## config.mk

```make
export PLATFORM = sky130hd
export DESIGN_NAME = modbus_frame_rx_flat
export DESIGN_NICKNAME = d
export VERILOG_FILES = /design/src/rtl/modbus_frame_rx_pkg.sv /design/src/rtl/modbus_frame_rx_if.sv /design/src/rtl/modbus_frame_rx_crc.sv /design/src/rtl/modbus_frame_rx.sv /design/src/flat_wrapper.sv
export SDC_FILE = /design/constraint.sdc
export NUM_CORES = 2
export LEC_CHECK = 0
export ABC_AREA = 1
export CORE_ASPECT_RATIO = 0.7
export CORE_MARGIN = 3
export CORE_UTILIZATION = 35
export CTS_CLUSTER_DIAMETER = 80
export CTS_CLUSTER_SIZE = 10
export DETAILED_ROUTE_END_ITERATION = 10
export PLACE_DENSITY_LB_ADDON = 0.3
export SYNTH_ARGS = -nofsm -noshare
export SYNTH_HDL_FRONTEND = slang
export SYNTH_SLANG_ARGS = --single-unit
```

## constraint.sdc

```tcl
create_clock -name clk_in -period 2.73 [get_ports clk_in]
set_input_delay 0.546 -clock clk_in [delete_from_list [all_inputs] [get_ports clk_in]]
set_output_delay 0.546 -clock clk_in [all_outputs]
set_load 0.02 [all_outputs]
```

## src/rtl/modbus_frame_rx_pkg.sv

```systemverilog
// Shared definitions for the Modbus RTU frame receiver: state encoding,
// CRC-16/MODBUS constants and the 3.5-character silence timeout.
package modbus_frame_rx_pkg;

    typedef enum logic [1:0] {
        ST_INIT  = 2'd0,
        ST_IDLE  = 2'd1,
        ST_RECV  = 2'd2,
        ST_CHECK = 2'd3
    } state_t;

    localparam logic [15:0] CRC_INIT = 16'hFFFF;
    localparam logic [15:0] CRC_POLY = 16'hA001;

    // Silence timeout in clocks; above 19200 baud Modbus fixes it at 1.75 ms.
    function automatic int unsigned t35_clocks(input longint unsigned clk_freq,
                                               input longint unsigned baud);
        longint unsigned t;
        if (baud <= 64'd19200)
            t = (clk_freq * 64'd385) / (baud * 64'd10);
        else
            t = (clk_freq * 64'd1750) / 64'd1000000;
        return 32'(t);
    endfunction

endpackage

```

## src/rtl/modbus_frame_rx_if.sv

```systemverilog
// Byte-stream, buffer-read and frame-status signals of the Modbus frame
// receiver; the bench drives through master, the receiver sits on slave.
interface modbus_frame_rx_if;

    logic [7:0] rx_data;
    logic       rx_done;
    logic [7:0] dev_addr;
    logic [7:0] rd_addr;
    logic [7:0] rd_data;
    logic       frame_done;
    logic [8:0] frame_len;
    logic       crc_ok;
    logic       addr_ok;
    logic       frame_err;
    logic       rx_busy;

    modport master (
        output rx_data, rx_done, dev_addr, rd_addr,
        input  rd_data, frame_done, frame_len, crc_ok, addr_ok, frame_err, rx_busy
    );

    modport slave (
        input  rx_data, rx_done, dev_addr, rd_addr,
        output rd_data, frame_done, frame_len, crc_ok, addr_ok, frame_err, rx_busy
    );

endinterface

```

## src/rtl/modbus_frame_rx_crc.sv

```systemverilog
// Bit-serial CRC-16/MODBUS engine: one bit per clock, LSB first.
// reset is asynchronous and active-low, matching the rest of the receiver.
module crc16_modbus
    import modbus_frame_rx_pkg::*;
(
    input  logic        clk,
    input  logic        reset,
    input  logic        init,
    input  logic [7:0]  byte_in,
    input  logic        byte_valid,
    output logic        busy,
    output logic [15:0] crc_out
);

    logic [15:0] crc_q;
    logic [15:0] crc_d;
    logic [7:0]  sh_q;
    logic [3:0]  bits_q;

    // Next CRC value for the bit currently at the bottom of the shift register.
    always_comb begin
        crc_d = crc_q >> 1;
        if (crc_q[0] ^ sh_q[0])
            crc_d = crc_d ^ CRC_POLY;
    end

    // Load a byte on byte_valid, then shift it through the CRC over eight clocks.
    always_ff @(posedge clk or negedge reset) begin
        if (!reset) begin
            crc_q  <= CRC_INIT;
            sh_q   <= '0;
            bits_q <= '0;
        end else begin
            if (byte_valid) begin
                sh_q   <= byte_in;
                bits_q <= 4'd8;
            end else if (bits_q != 4'd0) begin
                sh_q   <= sh_q >> 1;
                bits_q <= bits_q - 4'd1;
            end

            if (init)
                crc_q <= CRC_INIT;
            else if (bits_q != 4'd0)
                crc_q <= crc_d;
        end
    end

    assign busy    = (bits_q != 4'd0);
    assign crc_out = crc_q;

endmodule

```

## src/rtl/modbus_frame_rx.sv

```systemverilog
// Modbus RTU frame receiver: delimits frames by 3.5-character silence,
// buffers the bytes, and reports length, CRC, address and error status.
module modbus_frame_rx
    import modbus_frame_rx_pkg::*;
#(
    parameter int unsigned CLK_FREQ  = 50000000,
    parameter int unsigned BAUD_RATE = 9600,
    parameter int unsigned MAX_LEN   = 256
) (
    input logic              clk_in,
    input logic              rst_n_in,
    modbus_frame_rx_if.slave bus
);

    localparam int unsigned   T35      = t35_clocks(64'(CLK_FREQ), 64'(BAUD_RATE));
    localparam int unsigned   SW       = $clog2(T35 + 16);
    localparam logic [SW-1:0] SIL_TERM = SW'(T35 - 1);
    localparam int unsigned   AW       = (MAX_LEN > 1) ? $clog2(MAX_LEN) : 1;

    state_t        state_q;
    logic [SW-1:0] sil_q;
    logic [8:0]    cnt_q;
    logic          ovf_q;
    logic [7:0]    first_q;
    logic          frame_done_q;
    logic [8:0]    frame_len_q;
    logic          crc_ok_q;
    logic          addr_ok_q;
    logic          frame_err_q;
    logic          rx_busy_q;
    logic [7:0]    rd_data_q;

    logic [7:0]    mem [MAX_LEN];
    logic          we_d;
    logic [AW-1:0] waddr_d;
    logic          crc_init_d;
    logic          crc_busy;
    logic [15:0]   crc_val;
    logic          short_d;
    logic          bad_d;

    // Buffer write and CRC feed: only bytes that land in the buffer enter the CRC.
    always_comb begin
        we_d       = 1'b0;
        waddr_d    = '0;
        crc_init_d = 1'b0;
        if (bus.rx_done) begin
            if (state_q == ST_IDLE) begin
                we_d       = 1'b1;
                crc_init_d = 1'b1;
            end else if (state_q == ST_RECV && 32'(cnt_q) < MAX_LEN) begin
                we_d    = 1'b1;
                waddr_d = AW'(cnt_q);
            end
        end
    end

    // Frame verdict inputs evaluated in CHECK.
    always_comb begin
        short_d = (cnt_q < 9'd4);
        bad_d   = short_d || ovf_q;
    end

    crc16_modbus u_crc (
        .clk        (clk_in),
        .reset      (rst_n_in),
        .init       (crc_init_d),
        .byte_in    (bus.rx_data),
        .byte_valid (we_d),
        .busy       (crc_busy),
        .crc_out    (crc_val)
    );

    // Frame buffer storage; no reset so it maps onto block RAM.
    always_ff @(posedge clk_in) begin
        if (we_d)
            mem[waddr_d] <= bus.rx_data;
    end

    // Registered buffer read port, available in every state.
    always_ff @(posedge clk_in or negedge rst_n_in) begin
        if (!rst_n_in)
            rd_data_q <= '0;
        else if (32'(bus.rd_addr) < MAX_LEN)
            rd_data_q <= mem[AW'(bus.rd_addr)];
        else
            rd_data_q <= '0;
    end

    // Frame delimiting FSM with registered status outputs.
    always_ff @(posedge clk_in or negedge rst_n_in) begin
        if (!rst_n_in) begin
            state_q      <= ST_INIT;
            sil_q        <= '0;
            cnt_q        <= '0;
            ovf_q        <= 1'b0;
            first_q      <= '0;
            frame_done_q <= 1'b0;
            frame_len_q  <= '0;
            crc_ok_q     <= 1'b0;
            addr_ok_q    <= 1'b0;
            frame_err_q  <= 1'b0;
            rx_busy_q    <= 1'b0;
        end else begin
            frame_done_q <= 1'b0;
            case (state_q)
                ST_INIT: begin
                    if (bus.rx_done) begin
                        sil_q <= '0;
                    end else if (sil_q >= SIL_TERM) begin
                        sil_q   <= '0;
                        state_q <= ST_IDLE;
                    end else begin
                        sil_q <= sil_q + SW'(1);
                    end
                end
                ST_IDLE: begin
                    sil_q <= '0;
                    if (bus.rx_done) begin
                        state_q   <= ST_RECV;
                        rx_busy_q <= 1'b1;
                        cnt_q     <= 9'd1;
                        ovf_q     <= 1'b0;
                        first_q   <= bus.rx_data;
                    end
                end
                ST_RECV: begin
                    // A byte on the terminal count cycle takes priority over the timeout.
                    if (bus.rx_done) begin
                        sil_q <= '0;
                        if (32'(cnt_q) >= MAX_LEN)
                            ovf_q <= 1'b1;
                        if (cnt_q != 9'd511)
                            cnt_q <= cnt_q + 9'd1;
                    end else if (sil_q >= SIL_TERM && !crc_busy) begin
                        sil_q   <= '0;
                        state_q <= ST_CHECK;
                    end else begin
                        sil_q <= sil_q + SW'(1);
                    end
                end
                ST_CHECK: begin
                    frame_len_q  <= cnt_q;
                    frame_err_q  <= bad_d;
                    crc_ok_q     <= !bad_d && (crc_val == 16'h0000);
                    addr_ok_q    <= (first_q == bus.dev_addr) || (first_q == 8'h00);
                    frame_done_q <= 1'b1;
                    rx_busy_q    <= 1'b0;
                    sil_q        <= '0;
                    state_q      <= ST_IDLE;
                end
                default: begin
                    state_q   <= ST_INIT;
                    rx_busy_q <= 1'b0;
                end
            endcase
        end
    end

    assign bus.rd_data    = rd_data_q;
    assign bus.frame_done = frame_done_q;
    assign bus.frame_len  = frame_len_q;
    assign bus.crc_ok     = crc_ok_q;
    assign bus.addr_ok    = addr_ok_q;
    assign bus.frame_err  = frame_err_q;
    assign bus.rx_busy    = rx_busy_q;

endmodule

```

## src/flat_wrapper.sv

```systemverilog
// flat-port wrapper written by rule: the top's interface ports become plain ports
module modbus_frame_rx_flat import modbus_frame_rx_pkg::*;
#(
    parameter int unsigned CLK_FREQ  = 50000000,
    parameter int unsigned BAUD_RATE = 9600,
    parameter int unsigned MAX_LEN   = 256
)
  (clk_in, rst_n_in, bus_rx_data, bus_rx_done, bus_dev_addr, bus_rd_addr, bus_rd_data, bus_frame_done, bus_frame_len, bus_crc_ok, bus_addr_ok, bus_frame_err, bus_rx_busy);
  modbus_frame_rx_if bus_i ();
  input logic clk_in;
  input logic rst_n_in;
  input wire logic [$bits(bus_i.rx_data)-1:0] bus_rx_data;
  input wire logic [$bits(bus_i.rx_done)-1:0] bus_rx_done;
  input wire logic [$bits(bus_i.dev_addr)-1:0] bus_dev_addr;
  input wire logic [$bits(bus_i.rd_addr)-1:0] bus_rd_addr;
  output wire logic [$bits(bus_i.rd_data)-1:0] bus_rd_data;
  output wire logic [$bits(bus_i.frame_done)-1:0] bus_frame_done;
  output wire logic [$bits(bus_i.frame_len)-1:0] bus_frame_len;
  output wire logic [$bits(bus_i.crc_ok)-1:0] bus_crc_ok;
  output wire logic [$bits(bus_i.addr_ok)-1:0] bus_addr_ok;
  output wire logic [$bits(bus_i.frame_err)-1:0] bus_frame_err;
  output wire logic [$bits(bus_i.rx_busy)-1:0] bus_rx_busy;
  assign bus_i.rx_data = bus_rx_data;
  assign bus_i.rx_done = bus_rx_done;
  assign bus_i.dev_addr = bus_dev_addr;
  assign bus_i.rd_addr = bus_rd_addr;
  assign bus_rd_data = bus_i.rd_data;
  assign bus_frame_done = bus_i.frame_done;
  assign bus_frame_len = bus_i.frame_len;
  assign bus_crc_ok = bus_i.crc_ok;
  assign bus_addr_ok = bus_i.addr_ok;
  assign bus_frame_err = bus_i.frame_err;
  assign bus_rx_busy = bus_i.rx_busy;
  modbus_frame_rx #(.CLK_FREQ(CLK_FREQ), .BAUD_RATE(BAUD_RATE), .MAX_LEN(MAX_LEN)) u_core (.clk_in(clk_in), .rst_n_in(rst_n_in), .bus(bus_i));
endmodule
```

After elaboration in Yosys (flattened, before gate mapping)
Memories as Yosys holds them, arrays and structs flattened. A register that Yosys moved wholly into a read port is not among the register bits.
Index checks and enable logic that the tools add are counted.

cells by class
  muxes and demuxes = 39
  $add $sub $neg = 3
  order comparisons = 4
  reduce and logical (&&, ||, !) cells = 22
  bitwise operators = 2
  equal/unequal tests = 13

operator list
  kind                     number
  $mux W18                 4
  $pmux W18 S3             1
  $mux W16                 3
  $mux W8                  5
  $mux W9                  3
  $add A18 B1 Y18 const B  1
  $ge A18 B18 Y1 const B   1
  $pmux W9 S2              1
  $logic_not A16 Y1        1
  $ne A2 B2 Y1 const B     7
  $mux W1                  12
  $mux W2                  5
  $add A9 B1 Y9 const B    1
  $ge A9 B9 Y1 const B     1
  $lt A9 B3 Y1 const B     1
  $lt A9 B9 Y1 const B     1
  $ne A9 B9 Y1 const B     1
  $eq A8 B8 Y1             1
  $logic_not A8 Y1         1
  $mux W4                  2
  $pmux W2 S4              1
  $reduce_and A4 Y1        2
  $reduce_bool A2 Y1       4
  $reduce_and A5 Y1        1
  other kinds (14)         22

storage, ports and cells
  bits in registers = 80
  memories = 1
  memory bits (writable) = 2,048
  word-level logic and storage cells = 98

memories
  memory      depth  width  read ports  clocked after memory_dff  write ports  RTL line               text
  u_core.mem  256    8      1           1                         1            modbus_frame_rx.sv:33  logic [7:0] mem [MAX_LEN];

Depth between registers and ports, before layout
  depth after elaboration = 7
  mapped depth = 15
  mapped depth without buffers = 12

By module
Synthesis repeated with hierarchy kept, for this count alone.

unflattened totals
  cell total of the unflattened synthesis = 7,419
  area total of the unflattened synthesis = 87,549.0 um^2

modules (own cells, without submodules)
  module           cells an instance  sequential area each (um^2)  times used  area an instance (um^2)
  modbus_frame_rx  7,271              63,000.4                     1           86,261.5
  crc16_modbus     148                720.7                        1           1,287.5

Worst setup path before layout
OpenSTA, ideal clock, no wires.

  kind = reg2reg
  start point = reg u_core.state_q[0]
  end point = mem u_core.mem[113][0] (enable)
  arrival = 2.209 ns
  setup time = 0.370 ns
  path buffers = 2
  stages on the path, launching flop included = 12
  setup slack = 0.151 ns
  data required time = 2.360 ns
  cells stage by stage = dfrtp_1 inv_1 ha_1 buf_2 nand2_2 nor2_4 inv_4 nor3_2 nor2_1 nand2_2 buf_2 nor2_1

on the way
  word-level cells in the longest chain between the ends = 7

ends and longest elaborated chain
  item                           RTL line                text
  start, declared                modbus_frame_rx.sv:20   state_t state_q;
  start signal, assigned         modbus_frame_rx.sv:93   state_q <= ST_INIT;
  start signal, assigned         modbus_frame_rx.sv:112  state_q <= ST_IDLE;
  start signal, assigned         modbus_frame_rx.sv:120  state_q <= ST_RECV;
  $eq A2 B2 Y1                   modbus_frame_rx.sv:51   end else if (state_q == ST_RECV && 32'(cnt_q) < MAX_LEN) begin
  $logic_and A1 B1 Y1            modbus_frame_rx.sv:51
  $mux W1                        modbus_frame_rx.sv:51
  $mux W1                        modbus_frame_rx.sv:48   if (state_q == ST_IDLE) begin
  $mux W1                        modbus_frame_rx.sv:47   if (bus.rx_done) begin
  $mux W1                        modbus_frame_rx.sv:76   if (we_d)
  $mux W1 (not written as such)  modbus_frame_rx.sv:77   mem[waddr_d] <= bus.rx_data;
  end, declared                  modbus_frame_rx.sv:33

Several ways; a longest one is shown, not always the timed one.

Worst setup path in the final report
  start point = reg u_core.state_q[0]
  end point = mem u_core.mem[127][3] (enable)

Same word-level chain as after synthesis.

==> summary.md <==
| Metric | Value |
|---|---|
| Area fraction of the dominant cell type after synthesis | 70.3% |
| Post-synthesis cell area | 0.0874 sq mm |
| CP Launch Type | register |
| Placeable Area | 0.247 sq mm |
| Clock tree sinks | 2136 |
| Clock network latency to the later pin of the worst-skew pair | 0.87 ns |
| Average wire length per cell after detail routing | 23.9 microns |
| Ranking of synthesized cells by area | sky130_fd_sc_hd__edfxtp_1, sky130_fd_sc_hd__nand3_1, sky130_fd_sc_hd__nand2_1 |
| Pre-CTS WS | -0.598 ns |
| Fin. max-slew vios | 0 |
| Clock Root Buffer | sky130_fd_sc_hd__clkbuf_16 |
| Final setup slack of the worst path | 0.105 ns |
| Critical path peak fanout | 16 |
| Leading register cell type out of synthesis | sky130_fd_sc_hd__edfxtp_1 |
| Overall global routing resource usage | 20.5% |
| Hold path depth | 1 |
| Worst Setup Path Type | reg -> reg |
| Register area share after synthesis | 72.9% |
| Number of optimization iterations in the first detailed-route pass | 6 |
| Status | finished, final reports clean |
| Largest net degree at the start of global routing | 95 |
| R2R Path End | u_core.mem[127][3]$_DFFE_PP_ |
| Final WL | 268000 microns |
| Most common cell in the netlist | sky130_fd_sc_hd__nand2_1 |
| Number of maximum-capacitance constraint violations | 0 |
| R2R cell count | 12 |
| Maximum clock insertion buffer count | 4 |
| Upper clock frequency limit | 381 MHz |
| Area taken by multi-input logic gates | 0.0210 sq mm |
| Post-route clock period utilization | 96.2% |
| Fin crit period | 2.63 ns |
| Via/cell ratio | 5.39 |
| Launch point of the critical path | u_core.state_q[0]$_DFFE_PN0P_ |
| Number of synthesized flops with an enable pin | 2048 |
| Initial standard-cell utilization of the core | 35.4% |
| WP data arrival | 3.18 ns |
| Instance count of the mapped netlist | 7381 |
| Floorplan die width | 603 microns |
| Htree depth | 4 |
| Post-Route Hold Slack | 0.0792 ns |
| Worst reg2reg path startpoint | u_core.state_q[0]$_DFFE_PN0P_ |
| Clock transition time at the flip-flop clock pins of the worst setup and hold paths | 0.06 ns |
| Area added between synthesis and finish | 17.3% |
| Endpoint with the worst hold slack | u_core.mem[207][6]$_DFFE_PP_ |
| Ranking of synthesized cells by instance count | sky130_fd_sc_hd__nand2_1, sky130_fd_sc_hd__edfxtp_1, sky130_fd_sc_hd__nand3_1 |
| Hold Crit Start | bus_rx_data[6] |
| Synthesized flop and latch total | 2136 |
| Floorplan die height | 424 microns |
| Layout cells sized above 1 | 12.8% |
| # nets final | 7867 |
| Slew at the pin closest to its max-slew limit | 0.845 ns |
| Total via count after detailed routing | 60377 |
| Global-route wire length before repair | 389000 microns |
| Die ar. | 0.256 sq mm |
| Data required time of the critical path | 3.29 ns |
| Total CTS buffers | 239 |
| Hold Vio Cnt, Final | 0 |
| Fraction of registers with async set or reset after synthesis | 4.12% |
| Hold WC Path Type | in -> reg |
| Synthesized net count | 7419 |
| Footprint of the flip-flops and latches | 0.0637 sq mm |
| Yosys warns | 0 |
| Number of DRC violations after detailed routing | 0 |
| Accumulated negative setup slack | 0 ns |
| Remaining antenna violation count after routing | 0 |
| Filler Cell Count | 23047 |
| Relative slew slack | 43.4% |
| Pleak | 36.8 nW |
| Count of standard-cell rows | 152 |
| Setup violators final | 0 |
| HPWL reported at the end of detailed placement | 174000 microns |
| CTS tree | built |
| PwrDens | 664 mW/mm^2 |
| Number of global-route vias before repair | 57669 |
| I/O Buffers | 48 |
| Antenna violations before repair | 10 |
| Weighted congestion reported at the end of routability-driven placement | 0.936 |
| Util after Layout | 41.6% |
| Worst clock skew on the final layout | 0.0481 ns |
| Kind of end point of the critical path | register |
| Number of buffers inserted to repair setup after CTS | 0 |
| Number of top-level design ports | 49 |
| Post-synth cell types | 39 |
| Aggregate global routing overflow | 0 |
| Mean post-synth cell area | 11.8 sq um |
| Cell type contributing the most total cell area after synthesis | sky130_fd_sc_hd__edfxtp_1 |
| Worst voltage drop across the vdd grid | 0.000579 V |
| R2r setup slk | 0.10 ns |
| Unrepaired setup endpoints after global routing | true |
| Number of design-rule violations left by the first detailed-router iteration | 8422 |
-- critical path, cell delays in order, from the launching register on --
cell	delay, ns
sky130_fd_sc_hd__dfrtp_1	0.38
sky130_fd_sc_hd__inv_1	0.09
sky130_fd_sc_hd__ha_1	0.18
sky130_fd_sc_hd__nand2_2	0.13
sky130_fd_sc_hd__nor2_4	0.16
sky130_fd_sc_hd__inv_4	0.11
sky130_fd_sc_hd__nor3_2	0.20
sky130_fd_sc_hd__inv_2	0.14
sky130_fd_sc_hd__nor2_8	0.27
sky130_fd_sc_hd__nand2_4	0.11
sky130_fd_sc_hd__buf_12	0.17
sky130_fd_sc_hd__nor2_1	0.16
sky130_fd_sc_hd__buf_4	0.19
-- cell families (layout without fill, tap and decap cells) --
kind of cell / after synthesis / after routing / synth area share, %
XOR/XNOR: 25 / 25 / 0.250
AND/OR/NAND/NOR: 4560 / 4560 / 23.0
adder cells (fa/ha/maj): 11 / 11 / 0.157
other: 0 / 1 / 0
flip-flops: 2136 / 2136 / 72.9
buffers and inverters: 573 / 1072 / 3.18
AO/OA/AOI/OAI: 76 / 76 / 0.515
-- state kept, by name, indices dropped and copies added, names as in the netlist, 2 cells and up --
| register | count |
|---|---|
| u_core.bus.frame_len | 9 |
| u_core.bus.rd_data | 8 |
| u_core.cnt_q | 9 |
| u_core.first_q | 8 |
| u_core.mem | 2048 |
| u_core.sil_q | 18 |
| u_core.state_q | 2 |
| u_core.u_crc.bits_q | 4 |
| u_core.u_crc.crc_out | 16 |
| u_core.u_crc.sh_q | 8 |
-- power by group --
part           total [mW]  switching (mW)  internal [mW]  leakage, nW
combinational        4.44            3.21           1.23         14.2
clock                27.7            12.0           15.8         3.06
sequential           35.9          0.0210           35.9         19.5
total                68.1            15.2           52.9         36.8
-- how the worst max path moves through the flow --
stage                                              end  depth (start not counted)
final                     u_core.mem[127][3]$_DFFE_PP_                         12
after global routing       u_core.mem[64][7]$_DFFE_PP_                         11
after CTS                 u_core.mem[207][6]$_DFFE_PP_                         13
after detailed placement  u_core.mem[130][2]$_DFFE_PP_                          9
after global placement    u_core.mem[130][3]$_DFFE_PP_                          9
after floorplan           u_core.mem[113][0]$_DFFE_PP_                         11
-- final cells by class --
class	count	area share [%]
multi-input cells	4672	20.5
repair buffers	697	6.86
diodes	1	0.00244
well taps	3311	4.04
flip-flops and latches	2136	62.1
inverters	83	0.339
clock buffers	290	6.08
clock inverters	2	0.0451
-- routing by layer --
layer | GRT usage [%] | wire length [microns]
met4 | 4.72 | 6090
met2 | 28.4 | 109000
met1 | 31.4 | 121000
met5 | 0 | 60
met3 | 5.63 | 31100
-- through the flow --
step           instances  instance area, sq um  power [mW]
2_1_floorplan       7381                 87400        38.7
3_3_place_gp       10897                 96200        41.0
3_5_place_dp       10897                 96200        41.0
4_1_cts            11191                102000        68.5
5_1_grt            11191                103000        70.3
6_report           11192                103000        68.1
-- placed cells by master, fill, tap and decap left out, drive strengths merged, types with 3 or more instances in the layout --
cell type,synthesis,routed
o221ai,3,3
o22ai,5,5
nor3,25,25
ha,11,11
xnor2,9,9
or2,3,3
inv,83,83
o21ai,33,33
a21oi,15,15
buf,400,662
nor3b,3,3
clkbuf,90,290
clkdlybuf4s50,0,33
xor2,16,16
dfrtp,72,72
dfstp,16,16
a22oi,15,15
nand3,2034,2034
nor2,304,304
nand4,7,7
nor4,7,7
edfxtp,2048,2048
nand2,2177,2177
-- timing repair --
action / in CTS / in global routing
cloned: 0 / 0
endpoints found under the setup margin: 121 / 449
hold endpoints to repair: 52 / 0
pin swaps: 0 / 1
hold buffers: 2 / 0
gates resized for setup: 4 / 20
Note: power is estimated with default switching activity, not from simulation.
